File: src/rtl/vga_timing_gen_if.sv
// Raster timing bundle: run enable in, counters, strobes and VGA sync/valid out.
// The generator holds the master side; a framebuffer/renderer or VGA port holds the slave side.
interface vga_timing_gen_if #(
    parameter int HWIDTH = 12,
    parameter int VWIDTH = 12,
    parameter int FCW    = 16
);
    logic              en;
    logic              pix_tick;
    logic [HWIDTH-1:0] hdata;
    logic [VWIDTH-1:0] vdata;
    logic              line_start;
    logic              frame_start;
    logic [FCW-1:0]    frame_count;
    logic              hsync;
    logic              vsync;
    logic              valid;

    modport master (
        input  en,
        output pix_tick, hdata, vdata, line_start, frame_start, frame_count,
        output hsync, vsync, valid
    );

    modport slave (
        output en,
        input  pix_tick, hdata, vdata, line_start, frame_start, frame_count,
        input  hsync, vsync, valid
    );
endinterface

File: src/rtl/vga_timing_gen.sv
// Parametrised raster timing generator with a pixel-clock divider, stall enable, line/frame strobes,
// a frame counter and a fixed clk-cycle delay line on hsync/vsync/valid.
module vga_timing_gen #(
    parameter int HACTIVE    = 640,
    parameter int HFP_LEN    = 16,
    parameter int HSYNC_LEN  = 96,
    parameter int HBP_LEN    = 48,
    parameter int VACTIVE    = 480,
    parameter int VFP_LEN    = 10,
    parameter int VSYNC_LEN  = 2,
    parameter int VBP_LEN    = 33,
    parameter bit HSPP       = 1'b1,
    parameter bit VSPP       = 1'b1,
    parameter int CLK_DIV    = 1,
    parameter int PIPE_DELAY = 0,
    parameter int HWIDTH     = 12,
    parameter int VWIDTH     = 12,
    parameter int FCW        = 16
) (
    input  logic             clk,
    input  logic             rst,
    vga_timing_gen_if.master vga
);
    localparam int HMAX = HACTIVE + HFP_LEN + HSYNC_LEN + HBP_LEN;
    localparam int VMAX = VACTIVE + VFP_LEN + VSYNC_LEN + VBP_LEN;
    localparam int DIVW = (CLK_DIV > 1) ? $clog2(CLK_DIV) : 1;

    localparam logic [DIVW-1:0]   DIV_LAST = DIVW'(CLK_DIV - 1);
    localparam logic [HWIDTH-1:0] H_LAST   = HWIDTH'(HMAX - 1);
    localparam logic [HWIDTH-1:0] H_ACT    = HWIDTH'(HACTIVE);
    localparam logic [HWIDTH-1:0] HS_START = HWIDTH'(HACTIVE + HFP_LEN);
    localparam logic [HWIDTH-1:0] HS_END   = HWIDTH'(HACTIVE + HFP_LEN + HSYNC_LEN);
    localparam logic [VWIDTH-1:0] V_LAST   = VWIDTH'(VMAX - 1);
    localparam logic [VWIDTH-1:0] V_ACT    = VWIDTH'(VACTIVE);
    localparam logic [VWIDTH-1:0] VS_START = VWIDTH'(VACTIVE + VFP_LEN);
    localparam logic [VWIDTH-1:0] VS_END   = VWIDTH'(VACTIVE + VFP_LEN + VSYNC_LEN);

    generate
        if (longint'(HMAX) > (64'd1 << HWIDTH)) begin : g_chk_hmax
            $error("vga_timing_gen: HMAX does not fit in HWIDTH");
        end
        if (longint'(VMAX) > (64'd1 << VWIDTH)) begin : g_chk_vmax
            $error("vga_timing_gen: VMAX does not fit in VWIDTH");
        end
        if (CLK_DIV < 1) begin : g_chk_div
            $error("vga_timing_gen: CLK_DIV must be >= 1");
        end
        if (PIPE_DELAY < 0 || PIPE_DELAY > 8) begin : g_chk_dly
            $error("vga_timing_gen: PIPE_DELAY must be 0..8");
        end
        if (HFP_LEN < 1 || HSYNC_LEN < 1 || HBP_LEN < 1 ||
            VFP_LEN < 1 || VSYNC_LEN < 1 || VBP_LEN < 1) begin : g_chk_len
            $error("vga_timing_gen: porch and sync lengths must be >= 1");
        end
    endgenerate

    function automatic logic sync_level(input logic in_pulse, input logic pol);
        return in_pulse ? pol : ~pol;
    endfunction

    logic [DIVW-1:0]   div_cnt;
    logic [HWIDTH-1:0] hcnt;
    logic [VWIDTH-1:0] vcnt;
    logic [FCW-1:0]    fcnt;
    logic              pix_tick;
    logic              line_start;
    logic              h_end;
    logic              v_end;
    logic              hs_raw;
    logic              vs_raw;
    logic              vld_raw;

    assign pix_tick   = vga.en && (div_cnt == DIV_LAST);
    assign h_end      = (hcnt == H_LAST);
    assign v_end      = (vcnt == V_LAST);
    assign line_start = pix_tick && (hcnt == '0);

    // Divider and raster counters; everything freezes while en is low.
    always_ff @(posedge clk) begin
        if (rst) begin
            div_cnt <= '0;
            hcnt    <= '0;
            vcnt    <= '0;
            fcnt    <= '0;
        end else if (vga.en) begin
            div_cnt <= (div_cnt == DIV_LAST) ? '0 : div_cnt + 1'b1;
            if (pix_tick) begin
                hcnt <= h_end ? '0 : hcnt + 1'b1;
                if (h_end) begin
                    vcnt <= v_end ? '0 : vcnt + 1'b1;
                    if (v_end) begin
                        fcnt <= fcnt + 1'b1;
                    end
                end
            end
        end
    end

    always_comb begin
        hs_raw  = sync_level((hcnt >= HS_START) && (hcnt < HS_END), HSPP);
        vs_raw  = sync_level((vcnt >= VS_START) && (vcnt < VS_END), VSPP);
        vld_raw = (hcnt < H_ACT) && (vcnt < V_ACT);
    end

    assign vga.pix_tick    = pix_tick;
    assign vga.hdata       = hcnt;
    assign vga.vdata       = vcnt;
    assign vga.line_start  = line_start;
    assign vga.frame_start = line_start && (vcnt == '0);
    assign vga.frame_count = fcnt;

    generate
        if (PIPE_DELAY == 0) begin : g_nodly
            assign vga.hsync = hs_raw;
            assign vga.vsync = vs_raw;
            assign vga.valid = vld_raw;
        end else begin : g_dly
            logic [PIPE_DELAY-1:0] hs_p;
            logic [PIPE_DELAY-1:0] vs_p;
            logic [PIPE_DELAY-1:0] vld_p;

            // Delay line shifts every clk regardless of en so it drains to the frozen raw levels.
            always_ff @(posedge clk) begin
                if (rst) begin
                    hs_p  <= {PIPE_DELAY{~HSPP}};
                    vs_p  <= {PIPE_DELAY{~VSPP}};
                    vld_p <= '0;
                end else begin
                    hs_p[0]  <= hs_raw;
                    vs_p[0]  <= vs_raw;
                    vld_p[0] <= vld_raw;
                    for (int i = 1; i < PIPE_DELAY; i++) begin
                        hs_p[i]  <= hs_p[i-1];
                        vs_p[i]  <= vs_p[i-1];
                        vld_p[i] <= vld_p[i-1];
                    end
                end
            end

            assign vga.hsync = hs_p[PIPE_DELAY-1];
            assign vga.vsync = vs_p[PIPE_DELAY-1];
            assign vga.valid = vld_p[PIPE_DELAY-1];
        end
    endgenerate
endmodule

File: src/flat_wrapper.sv
// flat-port wrapper written by rule: the top's interface ports become plain ports
module vga_timing_gen_flat 
#(
    parameter int HACTIVE    = 640,
    parameter int HFP_LEN    = 16,
    parameter int HSYNC_LEN  = 96,
    parameter int HBP_LEN    = 48,
    parameter int VACTIVE    = 480,
    parameter int VFP_LEN    = 10,
    parameter int VSYNC_LEN  = 2,
    parameter int VBP_LEN    = 33,
    parameter bit HSPP       = 1'b1,
    parameter bit VSPP       = 1'b1,
    parameter int CLK_DIV    = 1,
    parameter int PIPE_DELAY = 0,
    parameter int HWIDTH     = 12,
    parameter int VWIDTH     = 12,
    parameter int FCW        = 16
)
  (clk, rst, vga_en, vga_pix_tick, vga_hdata, vga_vdata, vga_line_start, vga_frame_start, vga_frame_count, vga_hsync, vga_vsync, vga_valid);
  vga_timing_gen_if #(.HWIDTH(HWIDTH), .VWIDTH(VWIDTH), .FCW(FCW)) vga_i ();
  input  logic clk;
  input  logic rst;
  input wire logic [$bits(vga_i.en)-1:0] vga_en;
  output wire logic [$bits(vga_i.pix_tick)-1:0] vga_pix_tick;
  output wire logic [$bits(vga_i.hdata)-1:0] vga_hdata;
  output wire logic [$bits(vga_i.vdata)-1:0] vga_vdata;
  output wire logic [$bits(vga_i.line_start)-1:0] vga_line_start;
  output wire logic [$bits(vga_i.frame_start)-1:0] vga_frame_start;
  output wire logic [$bits(vga_i.frame_count)-1:0] vga_frame_count;
  output wire logic [$bits(vga_i.hsync)-1:0] vga_hsync;
  output wire logic [$bits(vga_i.vsync)-1:0] vga_vsync;
  output wire logic [$bits(vga_i.valid)-1:0] vga_valid;
  assign vga_i.en = vga_en;
  assign vga_pix_tick = vga_i.pix_tick;
  assign vga_hdata = vga_i.hdata;
  assign vga_vdata = vga_i.vdata;
  assign vga_line_start = vga_i.line_start;
  assign vga_frame_start = vga_i.frame_start;
  assign vga_frame_count = vga_i.frame_count;
  assign vga_hsync = vga_i.hsync;
  assign vga_vsync = vga_i.vsync;
  assign vga_valid = vga_i.valid;
  vga_timing_gen #(.HACTIVE(HACTIVE), .HFP_LEN(HFP_LEN), .HSYNC_LEN(HSYNC_LEN), .HBP_LEN(HBP_LEN), .VACTIVE(VACTIVE), .VFP_LEN(VFP_LEN), .VSYNC_LEN(VSYNC_LEN), .VBP_LEN(VBP_LEN), .HSPP(HSPP), .VSPP(VSPP), .CLK_DIV(CLK_DIV), .PIPE_DELAY(PIPE_DELAY), .HWIDTH(HWIDTH), .VWIDTH(VWIDTH), .FCW(FCW)) u_core (.clk(clk), .rst(rst), .vga(vga_i));
endmodule
File: config.mk
export PLATFORM = sky130hd
export DESIGN_NAME = vga_timing_gen_flat
export DESIGN_NICKNAME = d
export VERILOG_FILES = /design/src/rtl/vga_timing_gen_if.sv /design/src/rtl/vga_timing_gen.sv /design/src/flat_wrapper.sv
export SDC_FILE = /design/constraint.sdc
export NUM_CORES = 1
export LEC_CHECK = 0
export ABC_AREA = 0
export BUFFER_PORTS_ARGS = -buffer_cell sky130_fd_sc_hd__buf_2
export CORE_MARGIN = 3
export CORE_UTILIZATION = 54
export DETAILED_ROUTE_END_ITERATION = 8
export PLACE_DENSITY = 0.82
export SYNTH_ARGS = -nofsm -noshare
export SYNTH_HDL_FRONTEND = slang
export SYNTH_SLANG_ARGS = --single-unit
File: constraint.sdc
create_clock -name clk -period 2.5 [get_ports clk]
set_input_delay 0.25 -clock clk [delete_from_list [all_inputs] [get_ports clk]]
set_output_delay 0.25 -clock clk [all_outputs]
set_load 0.02 [all_outputs]
==> results of run 1 <==
power by group through the flow:
stage               sequential (mW)  clock [mW]  combinational, mW
global placement              0.659           0             0.0536
global route                  0.646       0.475             0.0707
CTS                           0.645       0.449             0.0570
detailed placement            0.660           0             0.0544
floorplan                     0.664           0             0.0355
finish                        0.646       0.434             0.0638
kinds of logic after synthesis:
group / after synthesis / share of synthesized area
buffers and inverters: 27 / 0.0552
flip-flops: 40 / 0.368
AO/OA/AOI/OAI: 50 / 0.139
XOR/XNOR: 11 / 0.0443
AND/OR/NAND/NOR: 124 / 0.334
multiplexers: 5 / 0.0253
adder cells (fa/ha/maj): 6 / 0.0345
cells in the mapped netlist (3+ instances only):
master / n
a21oi_1: 24
and3_1: 4
buf_4: 3
and2_1: 5
nand4_1: 10
xnor2_1: 5
and4_1: 6
nor2b_1: 5
nand2_1: 19
o21ai_0: 6
dfxtp_1: 40
nor2_1: 17
ha_1: 6
mux2_1: 4
xor2_1: 6
nor4_1: 5
o31ai_1: 17
buf_2: 6
nor3_1: 8
or4_1: 16
inv_1: 10
clkbuf_1: 7
or3_1: 5
nand3_1: 14
cell type report:
type	instances	area, sq um
Tap cell	48	60.1
Timing Repair Buffer	51	278
Sequential cell	40	806
Multi-Input combinational cell	196	1280
Fill cell	313	1210
Clock buffer	8	90.1
Inverter	10	37.5
worst min-delay path by stage:
stage                                           start                                      to  slack (ns)  cells after the start
6_report                                       vga_en        u_core.vga.hdata[0]$_SDFFE_PP0P_        0.31                      3
5_1_grt                                        vga_en        u_core.vga.hdata[1]$_SDFFE_PP0P_        0.36                      3
4_1_cts                                        vga_en        u_core.vga.hdata[0]$_SDFFE_PP0P_        0.30                      3
3_5_place_dp   u_core.vga.frame_count[5]$_SDFFE_PP0P_  u_core.vga.frame_count[5]$_SDFFE_PP0P_        0.48                      2
3_3_place_gp   u_core.vga.frame_count[5]$_SDFFE_PP0P_  u_core.vga.frame_count[5]$_SDFFE_PP0P_        0.48                      2
2_1_floorplan                                     rst        u_core.vga.vdata[9]$_SDFFE_PP0P_        0.43                      2
critical path, delay by kind of cell (launching register included):
kind | cells | cell delay, ns
flops | 1 | 0.36
buf+inv | 2 | 0.25
simple gates | 4 | 1.08
fa+ha+maj | 1 | 0.15
sequential cells by signal, indices dropped and copies added (netlist names):
| signal | count |
|---|---|
| u_core.vga.vdata | 12 |
| u_core.vga.hdata | 12 |
| u_core.vga.frame_count | 16 |
per-stage QoR:
| step | instances | utilization |
|---|---|---|
| 3_5_place_dp | 345 | 0.644 |
| 3_3_place_gp | 345 | 0.644 |
| 5_1_grt | 353 | 0.678 |
| 6_report | 353 | 0.678 |
| 4_1_cts | 353 | 0.670 |
| 2_1_floorplan | 263 | - |
per-layer routing:
layer	up-vias	global-route usage	wire length (um)
li1	1058	-	-
met1	966	0.286	2320
met2	48	0.307	2250
met3	7	0.0536	235
met4	0	0.0651	71
met5	-	0	0
what timing repair did:
item | 4_1_cts | 5_1_grt
resized for setup | 1 | 8
endpoints found under the setup margin | 1 | 1
pin swaps | 1 | 2
==> metrics.yaml, run 1 <==
status: "completed"
syn_to_final_growth_pct: 17.4
worstSetupStartpointType: "register"
fp.dieH_um: 69.5
synth_area_leaders: "dfxtp_1 37%, o31ai_1 5.9%, a21oi_1 5.5%"
max_slew_margin: 0.708
fp.coreArea_sq_mm: 0.00377
yosys.area.top_type_share: 0.368
crit_start: "u_core.vga.hdata[0]$_SDFFE_PP0P_"
pwr-share-seq: 0.565
dieArea_sq_mm: 0.00483
min_period_ns: 2.38
drive_gt1_frac: 0.220
skew_ns: 0.00516
swShare: 0.221
slowest_stage: "or4b_4"
p_comb_frac: 0.056
hold_buffers: 0
avgSynthCellArea_sq_um: 8.28
fin_setup_tns_ns: 0
nets: 313
setup_slack_ns: 0.124
total_power_mw: 1.14
wl_per_cell_um: 13.8
ys_warn_count: 0
hpwlAfterDp_um: 3260
worstReg2RegStart: "u_core.vga.vdata[0]$_SDFFE_PP0P_"
end_kind: "output pin"
grt_pass1_vias: 1768
grt_pass1_wl_um: 8320
arrival_ns: 2.13
critical_path_class: "register to output pin"
finalHoldWorstSlack_ns: 0.312
start_util: 0.577
rrSetupSlack_ns: 0.52
pwr-share-clk: 0.379
htree_levels: 2
max_clock_freq_mhz: 421
drtIter0Drc: 125
layout_common_cells: "47 x buf_2, 38 x dfxtp_1, 24 x a21oi_1"
antenna_found_initial: 0
crit_fanout: 6
numCtsBuffers: 5
ys_async_sr_fraction: 0
clock_latency_ns: 0.29
ff2ff_path_depth: 7
critPathMaxStageDelay_ns: 0.46
ys_ff_latch: 40
syn_inst: 263
dr_total_vias: 2079
io_pins: 49
peakVddDrop_v: 0.000295
netlist_area_sq_mm: 0.00218
setup_violations: 0
layout_commonest_cell: "buf_2"
placed_cell_area_sq_mm: 0.00243
leakage_nw: 1.02
tritoncts: "yes"
pre_cts_slack_ns: 0.290
vias_per_cell: 5.89
power.density_mw_per_mm2: 447
drc: 0
die_x_um: 69.5
crit_chain: "inv_1 -> ha_1 -> or4b_4 -> nor3b_2 -> nand3_2 -> nor4_4 -> buf_4"
cts.clk_slew.worst_paths_ns: 0.07
post-cts-setup-buffers: 0
synth_cell_types: 38
fin_area_sq_mm: 0.00256
grt_usage: 0.205
routed_wl_um: 4880
fp-row-count: 22
regToRegEndpoint: "u_core.vga.frame_count[9]$_SDFFE_PP0P_"
hold_viol_final: 0
io_buffers: 48
max-cap-violations: 0
gp_congestion: 0.801
required_ns: 2.25
tightest_slew_ns: 0.438
hp-class: "input pin to register"
clk_path_buf_depth: 2
switching_power_mw: 0.252
clock_sinks: 40
antenna-diode-count: 0
ys.flop_type: "dfxtp_1"
p_int_mw: 0.891
seq_area_frac_synth: 0.368
layout_worst_path_cycle_share: 0.950
cp-endpoint: "vga_frame_start"
grt-ovfl-total: 0
root_buffer: "clkbuf_8"
yosys.area.top_type: "dfxtp_1"
grt_max_degree: 50
first_pass_iters: 4
antenna_left: 0
syn-num-nets: 272
maxSlewViolCount: 0
synth_edf_count: 0
No activity file was read; power rests on OpenSTA's default activity.
==> inputs of run 2 (changes only) <==
Settings changed: CORE_ASPECT_RATIO set to 0.75.
==> run 2 against run 1 <==
  * Clock power is 4% lower
  * Largest power group unchanged
  * Cell count rose by 0.85%
  * Sequential power hardly changed
  * Via count grew 1.3%
  * Critical path type unchanged
  * Worst hold slack barely moved
  * Die area is 0.16% higher
  * Combinational power down 13%
  * Global-route usage up 1.9 points
==> metrics.yaml, run 2 (same netlist as run 1, synthesis figures left out) <==
critPathMaxStageDelay_ns: 0.60  # +0.14 ns
layout_commonest_cell: "buf_2"
setup_slack_ns: 0.132  # +0.00816 ns
grt_pass1_vias: 1897  # +7.3%
slowest_stage: "or4b_2"
crit_fanout: 6  # unchanged
drtIter0Drc: 154  # +23%
pre_cts_slack_ns: 0.305  # +0.0148 ns
fillers: 353  # +13%
cp_top_family: "simple AND/OR/NAND/NOR gates"
hpwlAfterDp_um: 3470  # +6.2%
hp-class: "input pin to register"
routed_wl_um: 5060  # +3.6%
syn_to_final_growth_pct: 15.1
grt-ovfl-total: 0  # unchanged
first_pass_iters: 5  # +1
hold_buffers: 0  # unchanged
fp.coreArea_sq_mm: 0.00376  # -0.40%
fin_setup_tns_ns: 0  # unchanged
fp-row-count: 19  # -14%
io_buffers: 48  # unchanged
arrival_ns: 2.12  # about the same
dr_total_vias: 2105  # +1.3%
rsz0062_at_grt: "false"
drc: 0  # unchanged
maxSlewViolCount: 0  # unchanged
finalHoldWorstSlack_ns: 0.312  # -0.000366 ns
root_buffer: "clkbuf_8"
fp.dieH_um: 61.0  # -12%
vias_per_cell: 5.91  # +0.40%
setup_violations: 0  # unchanged
nets: 313  # unchanged
crit_chain: "inv_1 -> ha_1 -> or4b_2 -> nor3b_2 -> nand3_1 -> nor4_1 -> buf_2"
grt_max_degree: 50  # unchanged
gp_congestion: 0.894  # +12%
cts.clk_slew.worst_paths_ns: 0.07  # about the same
layout_worst_path_cycle_share: 0.947  # -0.00326
min_period_ns: 2.37  # -0.00816 ns
peakVddDrop_v: 0.000399  # +35%
worst-path-buf-inv: 2  # unchanged
largest_reg_flops: 16  # unchanged
required_ns: 2.25  # about the same
layout_common_cells: "48 x buf_2, 39 x dfxtp_1, 24 x a21oi_1"
grt_usage: 0.224  # +0.0190
clk_path_buf_depth: 2  # unchanged
die_x_um: 79.3  # +14%
htree_levels: 2  # unchanged
start_util: 0.580  # +0.00231
antenna_left: 0  # unchanged
end_kind: "output pin"
power.density_mw_per_mm2: 447  # -0.15%
dieArea_sq_mm: 0.00484  # +0.16%
clock_latency_ns: 0.30  # about the same
hold_viol_final: 0  # unchanged
grt_pass1_wl_um: 8490  # +2.1%
io_pins: 49  # unchanged
drive_gt1_frac: 0.211  # -0.00915
status: "completed"
numCtsBuffers: 5  # unchanged
antenna_found_initial: 0  # unchanged
max_slew_margin: 0.679  # -0.0287
tritoncts: "yes"
clock_sinks: 40  # unchanged
tightest_slew_ns: 0.481  # +0.0431 ns
wl_per_cell_um: 14.2  # +2.7%
max-cap-violations: 0  # unchanged
skew_ns: 0.0112  # +0.00609 ns
antenna-diode-count: 0  # unchanged
max_clock_freq_mhz: 422  # +0.34%
leakage_nw: 0.996  # -1.9%
critical_path_class: "register to output pin"
worstSetupStartpointType: "register"
[run 2: report_power, final]
group          switching (mW)  total (mW)  internal [mW]
combinational          0.0358      0.0554         0.0196
clock                   0.228       0.418          0.190
sequential            0.00544       0.646          0.640
total                   0.269        1.12          0.850
[run 2: layout make-up]
| cell class | count | area, sq um | share of cell area |
|---|---|---|---|
| inverters | 10 | 37.5 | 0.0150 |
| repair buffers | 51 | 263 | 0.105 |
| multi-input cells | 196 | 1260 | 0.503 |
| well taps | 52 | 65.1 | 0.0260 |
| clock buffers | 6 | 72.6 | 0.0290 |
| flip-flops and latches | 40 | 802 | 0.320 |
| clock inverters | 1 | 5.00 | 0.00200 |
[run 2: repair_timing]
item                                    4_1_cts  5_1_grt
resized for setup                             1        1
cloned                                        0        0
buffers inserted                              0        0
endpoints found under the setup margin        1        1
pin swaps                                     0        1
[run 2: path summary, 6_finish.rpt]
path	start	endpoint	slack (ns)	depth (start not counted)
hold / removal	vga_en	u_core.vga.hdata[0]$_SDFFE_PP0P_	0.31	3
setup / recovery	u_core.vga.hdata[1]$_SDFFE_PP0P_	vga_frame_start	0.13	7
hold reg to reg	u_core.vga.frame_count[5]$_SDFFE_PP0P_	u_core.vga.frame_count[5]$_SDFFE_PP0P_	0.50	2
setup reg to reg	u_core.vga.hdata[1]$_SDFFE_PP0P_	u_core.vga.frame_count[9]$_SDFFE_PP0P_	0.36	6
[run 2: routing by layer]
metal	track usage	vias up	wire, um	part of all wire
met5	0	-	0	0
met4	0.105	0	91	0.018
met3	0.0490	9	266	0.053
met2	0.353	51	2230	0.44
met1	0.297	993	2470	0.49
li1	-	1052	-	-
[run 2: worst register-to-register path, cell delays in order (launching register included)]
cell	delay (ns)
dfxtp_1	0.41
ha_1	0.20
and3_1	0.29
nand4_2	0.12
buf_4	0.28
nor4_1	0.38
mux2_1	0.36
[run 2: metrics by stage]
stage	std cells	instance area, sq um	power, mW	utilization
floorplan	263	2180	0.699	-
global placement	349	2420	0.714	0.645
detailed placement	349	2420	0.715	0.645
CTS	356	2500	1.12	0.667
global route	356	2510	1.15	0.667
finish	356	2510	1.12	0.667
